**config.mk**
```make
export PLATFORM = sky130hd
export DESIGN_NAME = ack_fanin_join
export DESIGN_NICKNAME = d
export VERILOG_FILES = /design/src/rtl/ack_fanin_join_pkg.sv /design/src/rtl/ack_fanin_join_sticky.sv /design/src/rtl/ack_fanin_join.sv
export SDC_FILE = /design/constraint.sdc
export NUM_CORES = 1
export LEC_CHECK = 0
export BUFFER_PORTS_ARGS = -buffer_cell sky130_fd_sc_hd__buf_2
export CAP_MARGIN = 0
export CORE_MARGIN = 2
export CORE_UTILIZATION = 52
export DETAILED_ROUTE_END_ITERATION = 16
export PLACE_DENSITY = 0.75
export SLEW_MARGIN = 25
export SYNTH_ARGS = -nofsm -noshare
export SYNTH_HDL_FRONTEND = slang
export SYNTH_SLANG_ARGS = --single-unit
```
**constraint.sdc**
```tcl
create_clock -name clock -period 2.1 [get_ports clock]
set_input_delay 0.105 -clock clock [delete_from_list [all_inputs] [get_ports clock]]
set_output_delay 0.105 -clock clock [all_outputs]
set_load 0.1 [all_outputs]
```
**src/rtl/ack_fanin_join_pkg.sv**
```systemverilog
// Shared types and defaults for the broadcast fan-in join and its sticky ack capture.
package ack_fanin_join_pkg;

  localparam int DEF_NUM_LEGS  = 3;
  localparam int MAX_LEGS      = 8;
  localparam int DEF_TIMEOUT_W = 8;
  localparam int DEF_TIMEOUT   = 200;

  typedef enum logic [1:0] {
    IDLE = 2'd0,
    WAIT = 2'd1,
    RESP = 2'd2
  } join_state_e;

  typedef logic [DEF_NUM_LEGS-1:0] leg_vec_t;

  // Wait limit must fit the counter and allow at least one WAIT cycle.
  function automatic bit timeout_cfg_ok(input int timeout, input int width);
    return (timeout >= 1) && (timeout < (1 << width));
  endfunction

  function automatic bit legs_cfg_ok(input int legs);
    return (legs >= 1) && (legs <= MAX_LEGS);
  endfunction

endpackage

```
**src/rtl/ack_fanin_join_sticky.sv**
```systemverilog
// Per-leg sticky acknowledge capture with an all-enabled-legs-acked reduction
// evaluated on the next-state value, so a final ack completes in its own cycle.
module ack_sticky_vec #(
  parameter int N = 3
) (
  input  logic         clock,
  input  logic         reset_n,
  input  logic         clr_i,
  input  logic         en_i,
  input  logic [N-1:0] mask_i,
  input  logic [N-1:0] ack_i,
  output logic [N-1:0] ack_o,
  output logic [N-1:0] ack_next_o,
  output logic         all_acked_o
);

  logic [N-1:0] ack_q;
  logic [N-1:0] ack_d;

  genvar gi;
  generate
    for (gi = 0; gi < N; gi++) begin : g_leg
      // Acks are only meaningful while enabled and only for legs in the mask.
      assign ack_d[gi] = ack_q[gi] | (en_i & mask_i[gi] & ack_i[gi]);

      always_ff @(posedge clock or negedge reset_n) begin
        if (!reset_n) begin
          ack_q[gi] <= 1'b0;
        end else if (clr_i) begin
          ack_q[gi] <= 1'b0;
        end else begin
          ack_q[gi] <= ack_d[gi];
        end
      end
    end
  endgenerate

  assign ack_o       = ack_q;
  assign ack_next_o  = ack_d;
  assign all_acked_o = ((ack_d & mask_i) == mask_i);

endmodule

```
**src/rtl/ack_fanin_join.sv**
```systemverilog
// Broadcast fan-in join: issues per-leg requests, collects sticky acks and returns
// a single done pulse, or a timeout pulse with the list of silent legs.
module ack_fanin_join
  import ack_fanin_join_pkg::*;
#(
  parameter int NUM_LEGS  = DEF_NUM_LEGS,
  parameter int TIMEOUT_W = DEF_TIMEOUT_W,
  parameter int TIMEOUT   = DEF_TIMEOUT
) (
  input  logic                clock,
  input  logic                reset_n,
  input  logic                req_valid,
  output logic                req_ready,
  input  logic [NUM_LEGS-1:0] leg_mask,
  output logic [NUM_LEGS-1:0] leg_req,
  input  logic [NUM_LEGS-1:0] leg_ack,
  output logic                done,
  output logic                timeout,
  output logic [NUM_LEGS-1:0] err_legs,
  output logic                busy
);

  generate
    if (!timeout_cfg_ok(TIMEOUT, TIMEOUT_W) || !legs_cfg_ok(NUM_LEGS)) begin : g_bad_cfg
      $error("ack_fanin_join: illegal NUM_LEGS/TIMEOUT/TIMEOUT_W combination");
    end
  endgenerate

  localparam logic [TIMEOUT_W-1:0] CNT_LAST = TIMEOUT_W'(TIMEOUT - 1);
  localparam logic [TIMEOUT_W-1:0] CNT_MAX  = '1;

  join_state_e         state_q, state_d;
  logic [NUM_LEGS-1:0] mask_q, mask_d;
  logic [NUM_LEGS-1:0] err_legs_q, err_legs_d;
  logic                err_q, err_d;
  logic [TIMEOUT_W-1:0] cnt_q, cnt_d;

  logic                accept;
  logic                in_wait;
  logic [NUM_LEGS-1:0] ack_q;
  logic [NUM_LEGS-1:0] ack_next;
  logic                all_acked;

  assign in_wait = (state_q == WAIT);

  ack_sticky_vec #(
    .N (NUM_LEGS)
  ) u_sticky (
    .clock       (clock),
    .reset_n     (reset_n),
    .clr_i       (accept),
    .en_i        (in_wait),
    .mask_i      (mask_q),
    .ack_i       (leg_ack),
    .ack_o       (ack_q),
    .ack_next_o  (ack_next),
    .all_acked_o (all_acked)
  );

  always_ff @(posedge clock or negedge reset_n) begin
    if (!reset_n) begin
      state_q    <= IDLE;
      mask_q     <= '0;
      err_legs_q <= '0;
      err_q      <= 1'b0;
      cnt_q      <= '0;
    end else begin
      state_q    <= state_d;
      mask_q     <= mask_d;
      err_legs_q <= err_legs_d;
      err_q      <= err_d;
      cnt_q      <= cnt_d;
    end
  end

  always_comb begin
    state_d    = state_q;
    mask_d     = mask_q;
    err_legs_d = err_legs_q;
    err_d      = err_q;
    cnt_d      = cnt_q;
    accept     = 1'b0;

    unique case (state_q)
      IDLE: begin
        if (req_valid) begin
          accept     = 1'b1;
          mask_d     = leg_mask;
          cnt_d      = '0;
          err_d      = 1'b0;
          err_legs_d = '0;
          // An empty mask has nothing to wait for.
          state_d    = (|leg_mask) ? WAIT : RESP;
        end
      end
      WAIT: begin
        // Completion is tested first so a last-cycle ack beats expiry.
        if (all_acked) begin
          state_d = RESP;
        end else if (cnt_q == CNT_LAST) begin
          state_d    = RESP;
          err_d      = 1'b1;
          err_legs_d = mask_q & ~ack_next;
        end else if (cnt_q != CNT_MAX) begin
          cnt_d = cnt_q + TIMEOUT_W'(1);
        end
      end
      RESP: begin
        state_d = IDLE;
      end
      default: begin
        state_d = IDLE;
      end
    endcase
  end

  assign req_ready = (state_q == IDLE);
  assign leg_req   = in_wait ? (mask_q & ~ack_q) : '0;
  assign done      = (state_q == RESP) & ~err_q;
  assign timeout   = (state_q == RESP) & err_q;
  assign busy      = in_wait | (state_q == RESP);
  assign err_legs  = err_legs_q;

endmodule
```
-- Word-level counts from Yosys, hierarchy flattened
Index checks and enable logic that the tools add are counted.
- add/subtract/negate cells: 1
- equal/unequal tests: 11
- muxes and demuxes: 24
- bitwise gates (word level): 18
- reductions and logical operators: 7
- operators by type and width (cell ; number):
    $mux W8 ; 4
    $pmux W8 S2 ; 1
    $mux W3 ; 4
    $and A3 B3 Y3 ; 3
    $add A8 B1 Y8 const B ; 1
    $and A1 B1 Y1 ; 8
    $eq A8 B8 Y1 const B ; 1
    $mux W1 ; 8
    $mux W2 ; 4
    $ne A8 B8 Y1 const B ; 1
    $ne A2 B2 Y1 const B ; 3
    $not A3 Y3 ; 2
    $pmux W3 S2 ; 1
    $reduce_and A5 Y1 ; 1
    $ne A2 B1 Y1 const B ; 2
    $or A1 B1 Y1 ; 4
    $pmux W2 S2 ; 1
    $reduce_and A2 Y1 ; 2
    $reduce_and A4 Y1 ; 1
    $eq A3 B3 Y1 ; 1
    $ne A3 B1 Y1 const B ; 1
    $reduce_or A3 Y1 ; 1
    $eq A2 B1 Y1 const B ; 1
    $eq A2 B2 Y1 const B ; 1
    other kinds (4) ; 4
- bits in registers: 20
- input bits: 9
- output and inout bits: 10
- logic and storage cells: 69

-- Longest topological paths before layout
- word-level depth: 9
- gate-level depth with buffers: 9
- depth with buffers taken out: 7

-- Modules after synthesis
Synthesis repeated with hierarchy kept, for this count alone.
- cell total of the unflattened synthesis: 114
- area, all modules: 1131.1 um2
- modules (own cells, without submodules) (module ; times used ; cells each ; area each (um2) ; seq. area each (um2)):
    ack_fanin_join ; 1 ; 98 ; 962.2 ; 425.4
    ack_sticky_vec ; 1 ; 16 ; 168.9 ; 75.1

-- Least setup slack after synthesis
No wires, ideal clock.
- path kind: register -> output
- start point: register state_q[1]
- end point: output port leg_req[0]
- data arrival time: 2.564 ns
- data required time: 1.995 ns
- setup slack: -0.569 ns
- cell stages (with the launch flop): 8
- buffers on the path: 3
- cell sequence: dfrtp_1 -> inv_1 -> ha_1 -> buf_4 -> clkbuf_1 -> buf_2 -> nand2_1 -> nor2_1
- cells in the longest elaborated chain, start to end: 2
- RTL lines (what ; RTL line ; text):
    start, declared ; ack_fanin_join.sv:32 ; join_state_e state_q, state_d;
    start signal, assigned ; ack_fanin_join.sv:68 ; state_q <= state_d;
    $eq A2 B1 Y1 ; ack_fanin_join.sv:44 ; assign in_wait = (state_q == WAIT);
    $mux W3 ; ack_fanin_join.sv:118 ; assign leg_req = in_wait ? (mask_q & ~ack_q) : '0;
    end, declared ; ack_fanin_join.sv:15 ; output logic [NUM_LEGS-1:0] leg_req,
Every way passes these cells.

-- Worst setup path after layout
- start point: register state_q[1]
- end point: register cnt_q[3]
- cells in the longest elaborated chain, start to end: 8
- elaborated cells between the ends (all ways): 20
- those cells by class: eq/ne: 6; mux: 1; bitwise: 10; reduce/logical: 3
- RTL lines (what ; RTL line ; text):
    $eq A2 B1 Y1 ; ack_fanin_join.sv:44, ack_fanin_join.sv:84 ;
    $and A1 B1 Y1 (2 in a row) ; ack_fanin_join_sticky.sv:24 ; assign ack_d[gi] = ack_q[gi] | (en_i & mask_i[gi] & ack_i[gi]);
    $or A1 B1 Y1 ; ack_fanin_join_sticky.sv:24 ;
    $and A3 B3 Y3 ; ack_fanin_join_sticky.sv:40 ; assign all_acked_o = ((ack_d & mask_i) == mask_i);
    $eq A3 B3 Y1 ; ack_fanin_join_sticky.sv:40 ;
    $ne A2 B2 Y1 (no line) ; - ;
    $reduce_and A5 Y1 (no line) ; - ;
    end signal, assigned ; ack_fanin_join.sv:72 ; cnt_q <= cnt_d;
    end, declared ; ack_fanin_join.sv:36 ; logic [TIMEOUT_W-1:0] cnt_q, cnt_d;
Parallel ways exist; a longest one is shown, timed or not.
A chain may end at the register's enable or synchronous reset.

==> metrics.csv <==
stage,metric,value,unit
status,status,"finished, final reports clean",
power_and_ir_drop,ir_worst_vdd,0.000954,V
min_path,min_from,leg_mask[2],
layout,diodes,0,
power_and_ir_drop,p_leak,0.649,nW
synthesis,synth_area_leaders,"dfrtp_1, nand2_1, a31oi_1",
timing,min_period,1.95,ns
clocking,root_buffer,clkbuf_4,
critical_path,crit_required,2.29,ns
synthesis,async_reset_ff_share,100,%
global_route,antenna_found_initial,0,
critical_path,slowest_stage,dfrtp_1,
drt,drcViolationCount,0,
synthesis,ys_ff_latch,20,
power_and_ir_drop,p_int,1.04,mW
clocking,cts.reportedPaths.clkPinSlew,0.11,ns
min_path,worstHoldPathType,input pin to register,
critical_path,reg2regPathDepth,8,
floorplan,die_area,0.00271,mm^2
timing,finalClockSkew,0.00182,ns
drt,vias,1045,
synthesis,netlist_area,0.00120,mm^2
clocking,cts_setup_buffers,0,
global_route,grt_pass1_vias,1013,
synthesis,ys_seq_area_share,41.7,%
synthesis,yosysTopAreaCellShare,41.7,%
floorplan,io_pins,19,
critical_path,path_depth,8,
clocking,htreeDepth,1,
synthesis,avgSynthCellArea,9.46,um^2
place,io_buffers,18,
floorplan,std_cell_rows,17,
critical_path,cp-startpoint,state_q[1],
timing,hold_viol,0,
synthesis,synth.top_cells.by_count,"dfrtp_1, nand2_1, a31oi_1",
drt,viasPerCell,5.97,
critical_path,crit_buf_inv,2,
drt,first_pass_iters,4,
global_route,grt_max_degree,24,
critical_path,r2r_slack,0.15,ns
drt,drt_iter0_markers,26,
synthesis,synth_cell_types,41,
drt,antenna_left,0,
timing,rsz0062_at_grt,false,
synthesis,synth_nets,140,
layout,synthToLayoutAreaGrowth,19.2,%
floorplan,core,0.00219,mm^2
place,post-place-ws,0.0979,ns
timing,layout_setup_ws,0.151,ns
floorplan,die_x,52.1,um
run,maxCapViolCount,0,
critical_path,critPathMaxStageDelay,0.40,ns
layout,layout.cells.non_filler,175,
floorplan,die_h,52.1,um
timing,fmax,513,MHz
critical_path,crit_fanout,8,
critical_path,crit_family,compound AO/OA/AOI/OAI gates,
clocking,cts_buffers,3,
global_route,grt_pass1_wl,4430,um
place,post-place-cells,170,
power_and_ir_drop,powerDensity,1490,mW/mm^2
synthesis,synthFlopType,dfrtp_1,
synthesis,synth_top_area_cell,dfrtp_1,
critical_path,end_kind,register,
clocking,cts.sinks,20,
drt,wl,2400,um
drt,avgRoutedWirePerCell,13.7,um
layout,drive_gt1_share,27.9,%
critical_path,r2r-start,state_q[1],
power_and_ir_drop,p_switching,1.10,mW
clocking,clock_path_buffers,2,
synthesis,syn-instance-count,127,
timing,slew_violations,0,
clocking,cts_tree,done,
timing,relSlewSlack,67.8,%
synthesis,ys_warn_count,0,
global_route,grt_overflow,0,
critical_path,r2r-end,cnt_q[3],
synthesis,synth_most_common_cell,dfrtp_1,
clocking,clkLatencyLatePin,0.29,ns
timing,finalSetupViolCount,0,
timing,worst_pin_slew,0.486,ns
critical_path,critPathKind,register to register,
layout,fin_util,65.3,%
place,globalplace.congestion,0.985,
power_and_ir_drop,pwr-share-comb,63.8,%
timing,fin_tns_setup,0,ns
critical_path,arrival,2.14,ns
global_route,grt_use_total,21.5,%
critical_path,worstSetupStartpointType,register,
timing,fin_crit_sh,92.8,%
power_and_ir_drop,pwr-share-seq,26.0,%
layout,fin_nets,161,
synthesis,synth-edff-count,0,
power_and_ir_drop,clkPwrFrac,10.3,%
power_and_ir_drop,switching_share,51.3,%
critical_path,timing.critical_path.to,cnt_q[3],
place,dp_hpwl,1790,um
floorplan,initial_core_util,54.8,%
critical_path,crit_path_cell_trace,"inv_1, ha_2, nand2_1, a22oi_4, a31oi_4, and3_1, buf_4, a31o_1",
==> cells in the final DEF (no fill, tap or decap), types with 2 or more instances in the layout <==
master / Yosys / final
and4_1: 2 / 2
buf_2: 3 / 15
and3_1: 3 / 3
dfrtp_1: 20 / 20
a21oi_1: 7 / 7
o2bb2ai_1: 4 / 4
ha_1: 4 / 2
mux2_2: 3 / 3
clkbuf_4: 0 / 3
o21ai_1: 3 / 3
and2_1: 4 / 2
and2_2: 0 / 2
o21ai_0: 2 / 2
buf_4: 1 / 2
nor2_1: 7 / 6
nand3_1: 5 / 5
nor2b_1: 2 / 2
buf_12: 0 / 3
nand2_1: 17 / 17
or3_1: 2 / 2
inv_1: 7 / 7
a31oi_1: 9 / 9
==> worst register-to-register path, cell delays in order (launching register included) <==
cell,delay (ns)
dfrtp_1,0.40
inv_1,0.09
ha_2,0.27
nand2_1,0.13
a22oi_4,0.25
a31oi_4,0.13
and3_1,0.22
buf_4,0.17
a31o_1,0.20
==> state kept, by name, summed over array words and instances (netlist names) <==
register	flops
state_q	2
mask_q	3
u_sticky.ack_o	3
cnt_q	8
err_q	1
err_legs	3
==> what timing repair did <==
| action | CTS | global route |
|---|---|---|
| endpoints found under the setup margin | 0 | 5 |
| hold buffers | 1 | 0 |
| endpoints found under the hold margin | 20 | 0 |
| resized for setup | 0 | 2 |
==> cells by family after synthesis <==
kind of cell / after synthesis / synth area share (%)
simple gates: 52 / 23.6
compound gates: 33 / 20.3
flops: 20 / 41.7
buf+inv: 13 / 5.31
fa+ha+maj: 4 / 4.17
mux: 5 / 4.90
==> final cells by class <==
type,count,area (um^2)
clock buffer,4,36.3
fill,183,759
tap,28,35.0
inverter,7,26.3
timing repair buffer,22,171
sequential,20,500
multi-input combinational,94,662
==> layer usage <==
metal / vias up / track usage [%] / wire, um
met2: 36 / 35.0 / 1170
met1: 503 / 28.7 / 1060
li1: 500 / - / -
met3: 6 / 4.60 / 142
met4: 0 / 6.14 / 26
met5: - / 0 / 0
==> power by group through the flow <==
stage,logic [mW],clock network [mW],registers (mW)
after floorplan,1.17,0,0.543
after global placement,1.33,0,0.559
after detailed placement,1.35,0,0.561
after CTS,1.36,0.230,0.555
after global routing,1.47,0.247,0.569
final,1.36,0.219,0.555
==> worst min path at each step <==
stage | to | slack, ns | depth (start not counted)
floorplan | cnt_q[0] | -0.19 | 0
global placement | cnt_q[3] | 0.07 | 1
detailed placement | cnt_q[6] | 0.07 | 1
CTS | mask_q[2] | 0.04 | 2
global route | mask_q[2] | 0.04 | 2
finish | mask_q[2] | 0.05 | 2
==> through the flow <==
stage	power (mW)	hold WS, ns	area, um^2
2_1_floorplan	1.72	-0.191	1220
4_1_cts	2.14	0.0377	1430
3_3_place_gp	1.89	0.0716	1380
6_report	2.14	0.0460	1430
5_1_grt	2.28	0.0398	1430
3_5_place_dp	1.92	0.0746	1380
No activity file was read; power rests on OpenSTA's default activity.
